==> config.mk <==
export PLATFORM = sky130hd
export DESIGN_NAME = bin_to_bcd_seq_flat
export DESIGN_NICKNAME = d
export VERILOG_FILES = /design/src/rtl/bin_to_bcd_seq_if.sv /design/src/rtl/bin_to_bcd_seq.sv /design/src/flat_wrapper.sv
export SDC_FILE = /design/constraint.sdc
export NUM_CORES = 1
export LEC_CHECK = 0
export ABC_CLOCK_PERIOD_IN_PS = 2200
export CAP_MARGIN = 0
export CORE_ASPECT_RATIO = 1.2
export CORE_MARGIN = 5
export CORE_UTILIZATION = 50
export CTS_CLUSTER_DIAMETER = 150
export CTS_CLUSTER_SIZE = 28
export DETAILED_ROUTE_END_ITERATION = 6
export HOLD_SLACK_MARGIN = 0.02
export PLACE_DENSITY = 0.78
export SYNTH_ARGS = -nofsm -noshare
export SYNTH_HDL_FRONTEND = slang
export SYNTH_SLANG_ARGS = --single-unit
==> constraint.sdc <==
create_clock -name clk -period 2.2 [get_ports clk]
set_input_delay 0.66 -clock clk [delete_from_list [all_inputs] [get_ports clk]]
set_output_delay 0.66 -clock clk [all_outputs]
set_load 0.01 [all_outputs]
==> src/rtl/bin_to_bcd_seq_if.sv <==
// bin_to_bcd_seq_if: start/busy/done handshake and result bus
// for the sequential binary-to-BCD converter.
interface bin_to_bcd_seq_if #(
  parameter int BIN_W  = 8,
  parameter int DIGITS = 3
);
  logic                  start;
  logic [BIN_W-1:0]      bin;
  logic                  busy;
  logic                  done;
  logic [4*DIGITS-1:0]   bcd;
  logic                  ovf;

  modport master (
    output start,
    output bin,
    input  busy,
    input  done,
    input  bcd,
    input  ovf
  );

  modport slave (
    input  start,
    input  bin,
    output busy,
    output done,
    output bcd,
    output ovf
  );
endinterface

==> src/rtl/bin_to_bcd_seq.sv <==
// bin_to_bcd_seq: double-dabble converter, one bit per clock,
// feeding the per-digit seven-segment decoders.
module bin_to_bcd_seq #(
  parameter int BIN_W  = 8,
  parameter int DIGITS = 3
) (
  input  logic             clk,
  input  logic             rst_n,
  bin_to_bcd_seq_if.slave  bus
);
  localparam int BW = 4 * DIGITS;
  localparam int SW = BW + BIN_W;
  localparam int CW = $clog2(BIN_W + 1);

  function automatic int unsigned pow10(input int n);
    int unsigned p;
    p = 1;
    for (int k = 0; k < n; k++) p = p * 10;
    return p;
  endfunction

  localparam int unsigned MAXV = pow10(DIGITS) - 1;

  typedef enum logic {IDLE, SHIFT} state_t;

  state_t            st, st_n;
  logic [BIN_W-1:0]  sh_q, sh_n;
  logic [SW-1:0]     scr_q, scr_n, adj;
  logic [CW-1:0]     cnt_q, cnt_n;
  logic [BW-1:0]     bcd_q, bcd_n;
  logic              ovf_q, ovf_n;
  logic              big_q, big_n;
  logic              done_q, done_n;
  logic [SW+BIN_W-1:0] cat;

  always_ff @(posedge clk or negedge rst_n) begin
    if (!rst_n) st <= IDLE;
    else        st <= st_n;
  end

  always_ff @(posedge clk or negedge rst_n) begin
    if (!rst_n) begin
      sh_q   <= '0;
      scr_q  <= '0;
      cnt_q  <= '0;
      bcd_q  <= '0;
      ovf_q  <= 1'b0;
      big_q  <= 1'b0;
      done_q <= 1'b0;
    end else begin
      sh_q   <= sh_n;
      scr_q  <= scr_n;
      cnt_q  <= cnt_n;
      bcd_q  <= bcd_n;
      ovf_q  <= ovf_n;
      big_q  <= big_n;
      done_q <= done_n;
    end
  end

  always_comb begin
    st_n   = st;
    sh_n   = sh_q;
    scr_n  = scr_q;
    cnt_n  = cnt_q;
    bcd_n  = bcd_q;
    ovf_n  = ovf_q;
    big_n  = big_q;
    done_n = 1'b0;
    // Guard bits above the visible digits count whole 10^DIGITS
    // units in binary, so only the low nibbles are adjusted.
    adj    = scr_q;
    for (int k = 0; k < DIGITS; k++) begin
      if (adj[4*k+:4] >= 4'd5)
        adj[4*k+:4] = adj[4*k+:4] + 4'd3;
    end
    cat = {adj, sh_q} << 1;
    unique case (st)
      IDLE: begin
        if (bus.start) begin
          sh_n  = bus.bin;
          scr_n = '0;
          cnt_n = CW'(BIN_W);
          big_n = 32'(bus.bin) > MAXV;
          st_n  = SHIFT;
        end
      end
      SHIFT: begin
        scr_n = cat[SW+BIN_W-1:BIN_W];
        sh_n  = cat[BIN_W-1:0];
        cnt_n = cnt_q - 1'b1;
        if (cnt_q == CW'(1)) begin
          st_n   = IDLE;
          done_n = 1'b1;
          ovf_n  = big_q;
          bcd_n  = big_q ? {DIGITS{4'd9}} : scr_n[BW-1:0];
        end
      end
      default: st_n = IDLE;
    endcase
  end

  assign bus.busy = (st == SHIFT);
  assign bus.done = done_q;
  assign bus.bcd  = bcd_q;
  assign bus.ovf  = ovf_q;
endmodule

==> src/flat_wrapper.sv <==
// flat-port wrapper written by rule: the top's interface ports become plain ports
module bin_to_bcd_seq_flat 
#(
  parameter int BIN_W  = 8,
  parameter int DIGITS = 3
)
  (clk, rst_n, bus_start, bus_bin, bus_busy, bus_done, bus_bcd, bus_ovf);
  bin_to_bcd_seq_if #(.BIN_W(BIN_W), .DIGITS(DIGITS)) bus_i ();
  input  logic clk;
  input  logic rst_n;
  input wire logic [$bits(bus_i.start)-1:0] bus_start;
  input wire logic [$bits(bus_i.bin)-1:0] bus_bin;
  output wire logic [$bits(bus_i.busy)-1:0] bus_busy;
  output wire logic [$bits(bus_i.done)-1:0] bus_done;
  output wire logic [$bits(bus_i.bcd)-1:0] bus_bcd;
  output wire logic [$bits(bus_i.ovf)-1:0] bus_ovf;
  assign bus_i.start = bus_start;
  assign bus_i.bin = bus_bin;
  assign bus_busy = bus_i.busy;
  assign bus_done = bus_i.done;
  assign bus_bcd = bus_i.bcd;
  assign bus_ovf = bus_i.ovf;
  bin_to_bcd_seq #(.BIN_W(BIN_W), .DIGITS(DIGITS)) u_core (.clk(clk), .rst_n(rst_n), .bus(bus_i));
endmodule
# Yosys cells after proc, flatten, opt, wreduce, memory -nomap -nowiden
# Index checks and enable logic that the tools add are counted.
[op_classes]
add_sub_neg = 4
multipliers = 0
n_div = 0
n_lt_le_gt_ge = 3
n_eq_ne = 2
n_shift = 0
muxes = 14
bitwise = 1
reduce_logical = 1
[op_table]
columns = ["operator", "count"]
rows = [
  ["$pmux 12 s2", 1],
  ["$pmux 8 s2", 1],
  ["$ge 4x3->1 const B", 3],
  ["$mux 12", 1],
  ["$mux 4", 3],
  ["$add 4x2->4 const B", 2],
  ["$mux 8", 1],
  ["$pmux 4 s2", 1],
  ["$eq 4x1->1 const B", 1],
  ["$mux 1", 4],
  ["$sub 4x1->4 const B", 1],
  ["$add 3x2->3 const B", 1],
  ["$mux 3", 1],
  ["$ne 2x2->1 const B", 1],
  ["$pmux 1 s2", 1],
  ["$reduce_and 2->1", 1],
  ["$not 1->1", 1],
]
[totals]
register_bits = 38
latchBits = 0
ramBits = 0
rom_bits = 0
input_bits = 11
out_inout_bits = 15
elab_cells = 31
n_memories = 0

# Depth between registers and ports, before layout
[logic_depth]
depth_word = 3
ltp_mapped = 6
ltp_nobuf = 6

# Worst setup path before layout
# OpenSTA, ideal clock, no wires.
[synth_timing]
path_type = "register to register"
from = "register u_core.scr_q[4]"
to = "register u_core.bcd_q[6], in the netlist u_core.bus.bcd[6]"
setup_time_ps = 83
arrival_ps = 1400
required_ps = 2117
slack_ps = 717
stages_incl_launch_ff = 7
n_path_buf = 0
synth_period_minus_slack_ps = 1483
path_cell_list = "dfrtp_1 > inv_1 > ha_1 > nand2b_1 > a21oi_1 > mux2_2 > o21ai_0"
[synth_via]
elab_chain_len = 2
elab_cells_between_ends = 3
cone_classes = "add/sub: 1; order compare: 1; mux: 1"
[synth_rtl]
columns = ["item", "line", "rtl"]
rows = [
  ["start, declared", "bin_to_bcd_seq.sv:28", "logic [SW-1:0] scr_q, scr_n, adj;"],
  ["start signal, assigned", "bin_to_bcd_seq.sv:52", "scr_q <= scr_n;"],
  ["$add 4x2->4 / $ge 4x3->1 (equally long branches)", "bin_to_bcd_seq.sv:75, bin_to_bcd_seq.sv:74", ""],
  ["$mux 4 (*)", "bin_to_bcd_seq.sv:74", "if (adj[4*k+:4] >= 4'd5)"],
  ["end signal, assigned", "bin_to_bcd_seq.sv:54", "bcd_q <= bcd_n;"],
  ["end, declared", "bin_to_bcd_seq.sv:30", "logic [BW-1:0] bcd_q, bcd_n;"],
]
# Every way passes the cells marked *; elsewhere a longest branch is shown, timed or not.
# A chain may end at the register's enable or synchronous reset.

# Final worst setup path
[layout_timing]
from = "register u_core.bcd_q[0], in the netlist u_core.bus.bcd[0]"
to = "output bus_bcd[0]"
[layout_rtl]
columns = ["item", "line", "rtl"]
rows = [
  ["end, declared", "flat_wrapper.sv:15", "output wire logic [$bits(bus_i.bcd)-1:0] bus_bcd;"],
]
# No word-level cell between the ends.

==> flow_summary_export.csv <==
group,metric,value,unit
logic_synthesis,synth.area.top_cells,"dfrtp_1 52%, mux2i_1 9.8%, ha_1 5.4%",
placement,placed_cells,230,
floorplanning,rows,24,
logic_synthesis,yosysWarnings,0,
routing,vias,1262,
placement,port_buffers,24,
logic_synthesis,synth_seq_cells,38,
cts,post_cts_resized,0,
floorplanning,ios,26,
cts,cts_buffers,5,
cts,hold_buffers,0,
routing,first_pass_iters,4,
pwr,p_total,3160,µW
final_layout,layout_commonest_cell,"dfrtp_1",
global_routing,grt_max_degree,41,
critical_path,cp_num_buf_inv,1,
floorplanning,initial_utilization,51.1,%
critical_path,crit_path_top_delay_cell,"clkdlybuf4s50_1",
critical_path,slowest_delay,540,ps
cts,cts_buffer_depth,2,
routing,vias_per_cell,5.35,
hold_path,hold_class,"reg -> reg",
cts,numClockSinks,38,
global_routing,grt_usage,14.0,%
final_layout,fillers,317,
logic_synthesis,yosysTopAreaCellShare,51.6,%
pwr,p_leak,0.00106,µW
routing,wl_per_cell,13.3,µm
logic_synthesis,yosys.cell_types.count,26,
routing,drt_iter0_drc,58,
sta,skew,4.80,ps
final_layout,seq_area,951,µm²
cts,postCtsSetupBuffers,0,
logic_synthesis,synth_top_area_cell,"dfrtp_1",
critical_path,crit_path_end_kind,"output port",
critical_path,path_cells,"clkdlybuf4s50_1",
sta,tns,0,ps
final_layout,final_cells,236,
critical_path,cp_max_fo,2,
sta,finalHoldViolations,0,
critical_path,r2r_start,"u_core.scr_q[4]",
cts,path_clk_slew,60,ps
logic_synthesis,syn-cell-area,0.00184,mm²
global_routing,grt_overflow_total,0,
run_status,outcome,"completed",
global_routing,antenna_found_initial,0,
pwr,vdd_drop_max,0.000570,V
flow_run,maxCapViolCount,0,
floorplanning,die_area,0.00500,mm²
logic_synthesis,netlist_instances,171,
sta,fin_hold_ws,476,ps
critical_path,required,1540,ps
critical_path,worstSetupPathType,"reg -> out",
cts,cts_max_level,2,
floorplanning,core_area,0.00360,mm²
final_layout,utilization,61.1,%
placement,gp_congestion,0.738,
routing,drc,0,
final_layout,multi_input_area,817,µm²
critical_path,arrival,1190,ps
critical_path,cp_top_family,"buffers and inverters",
final_layout,nNetsFinal,217,
cts,clock_latency,290,ps
logic_synthesis,syn-num-nets,190,
final_layout,drive_gt1_share,9.64,%
logic_synthesis,syn_avg_cell_area,10.8,µm²
global_routing,grt_pass1_wl,5460,µm
critical_path,crit_path_start_kind,"flip-flop",
hold_path,min_from,"u_core.bus.bcd[3]",
sta,slew_viol_final,0,
final_layout,antenna_cells,0,
sta,period_needed,1850,ps
cts,cts_tree,"done",
sta,finalCritPeriodShare,84.1,%
routing,postRouteAntennaNets,0,
final_layout,syn2layout_area_growth,19.6,%
critical_path,crit_start,"u_core.bus.bcd[0]",
sta,max_freq,541,MHz
routing,drt_wl_total,3140,µm
floorplanning,die_h,76.5,µm
global_routing,grt_pass1_vias,1293,
sta,setup_viol,0,
final_layout,mostFrequentLayoutCells,"38 x dfrtp_1, 24 x clkdlybuf4s50_1, 19 x nand2_1",
placement,dpl.hpwl,2290,µm
pwr,powerDensity,1430,mW/mm²
sta,rsz0062_at_grt,"false",
floorplanning,die_width,65.4,µm
cts,root_buffer,"clkbuf_8",
logic_synthesis,seq_area_frac_synth,51.6,%
[metal layers]
layer / wire length, µm / track usage, % / vias up
li1: - / - / 622
met1: 1300 / 14.8 / 608
met2: 1630 / 24.7 / 25
met3: 163 / 4.72 / 7
met4: 53 / 6.02 / 0
met5: 0 / 0 / -
[cell families after synthesis]
family                     synth area share [%]
DFF                                        51.6
and+or+nand+nor                            13.2
muxes                                      12.6
xor gates and xnor gates                   2.38
adders and majority gates                  5.43
other                                     0.203
buffers and inverters                      4.07
AOI/OAI and AO/OA                          10.5
[layout make-up]
type	count	area share, %
clock buffers	6	3.75
well taps	39	2.21
flip-flops and latches	38	43.2
multi-input cells	116	37.1
inverters	9	1.53
repair buffers	28	12.3
[synthesized netlist by cell type]
library cell and instances:
nand3_2 1, inv_1 8, nand2_1 19, mux2i_1 18, clkbuf_1 1, a21o_1 3
o31ai_1 2, nor2_1 4, ha_1 8, buf_4 1, a21o_2 1, conb_1 1
a21oi_1 7, nand2b_1 12, a22o_1 1, mux2_4 2, xor2_1 1, nor3_1 4
buf_2 6, nor3b_1 7, xnor2_1 4, mux2_2 2, o21ai_0 17, inv_2 1
a21oi_2 2, dfrtp_1 38
[worst min-delay path, stage by stage, from the launching register on]
cell and delay [ps]:
dfrtp_1 340, nand2_1 50, o21ai_0 60
[per-stage QoR]
| step | area [µm²] | setup slack (ps) |
|---|---|---|
| after floorplan | 1840 | 717 |
| after global placement | 2120 | 362 |
| after detailed placement | 2120 | 326 |
| after CTS | 2200 | 338 |
| after global routing | 2200 | 312 |
| final | 2200 | 350 |
[registers in the layout, summed over array words and instances, names as in the netlist]
register         cells
u_core.bus.bcd      12
u_core.scr_q        12
u_core.sh_q          8
u_core.cnt_q         4
u_core.bus.busy      1
u_core.bus.done      1
[report_power, final]
| group | total (µW) | internal [µW] | switching [µW] | leakage, µW |
|---|---|---|---|---|
| logic | 1470 | 764 | 707 | 0.000531 |
| registers | 1240 | 1020 | 217 | 0.000482 |
| clock network | 453 | 241 | 212 | 0.0000431 |
| total | 3160 | 2020 | 1140 | 0.00106 |
[worst paths after layout]
| check | endpoint | slack, ps | depth (start not counted) |
|---|---|---|---|
| max in group asynchronous | u_core.sh_q[4] | 1070 | 2 |
| worst max register to register | u_core.scr_q[6] | 550 | 6 |
| worst min-delay path | u_core.bus.bcd[3] | 480 | 2 |
| min in group asynchronous | u_core.bus.bcd[11] | 800 | 2 |
| worst min register to register | u_core.bus.bcd[3] | 480 | 2 |
| worst max-delay path | bus_bcd[0] | 350 | 1 |
Note: power is estimated with default switching activity, not from simulation.
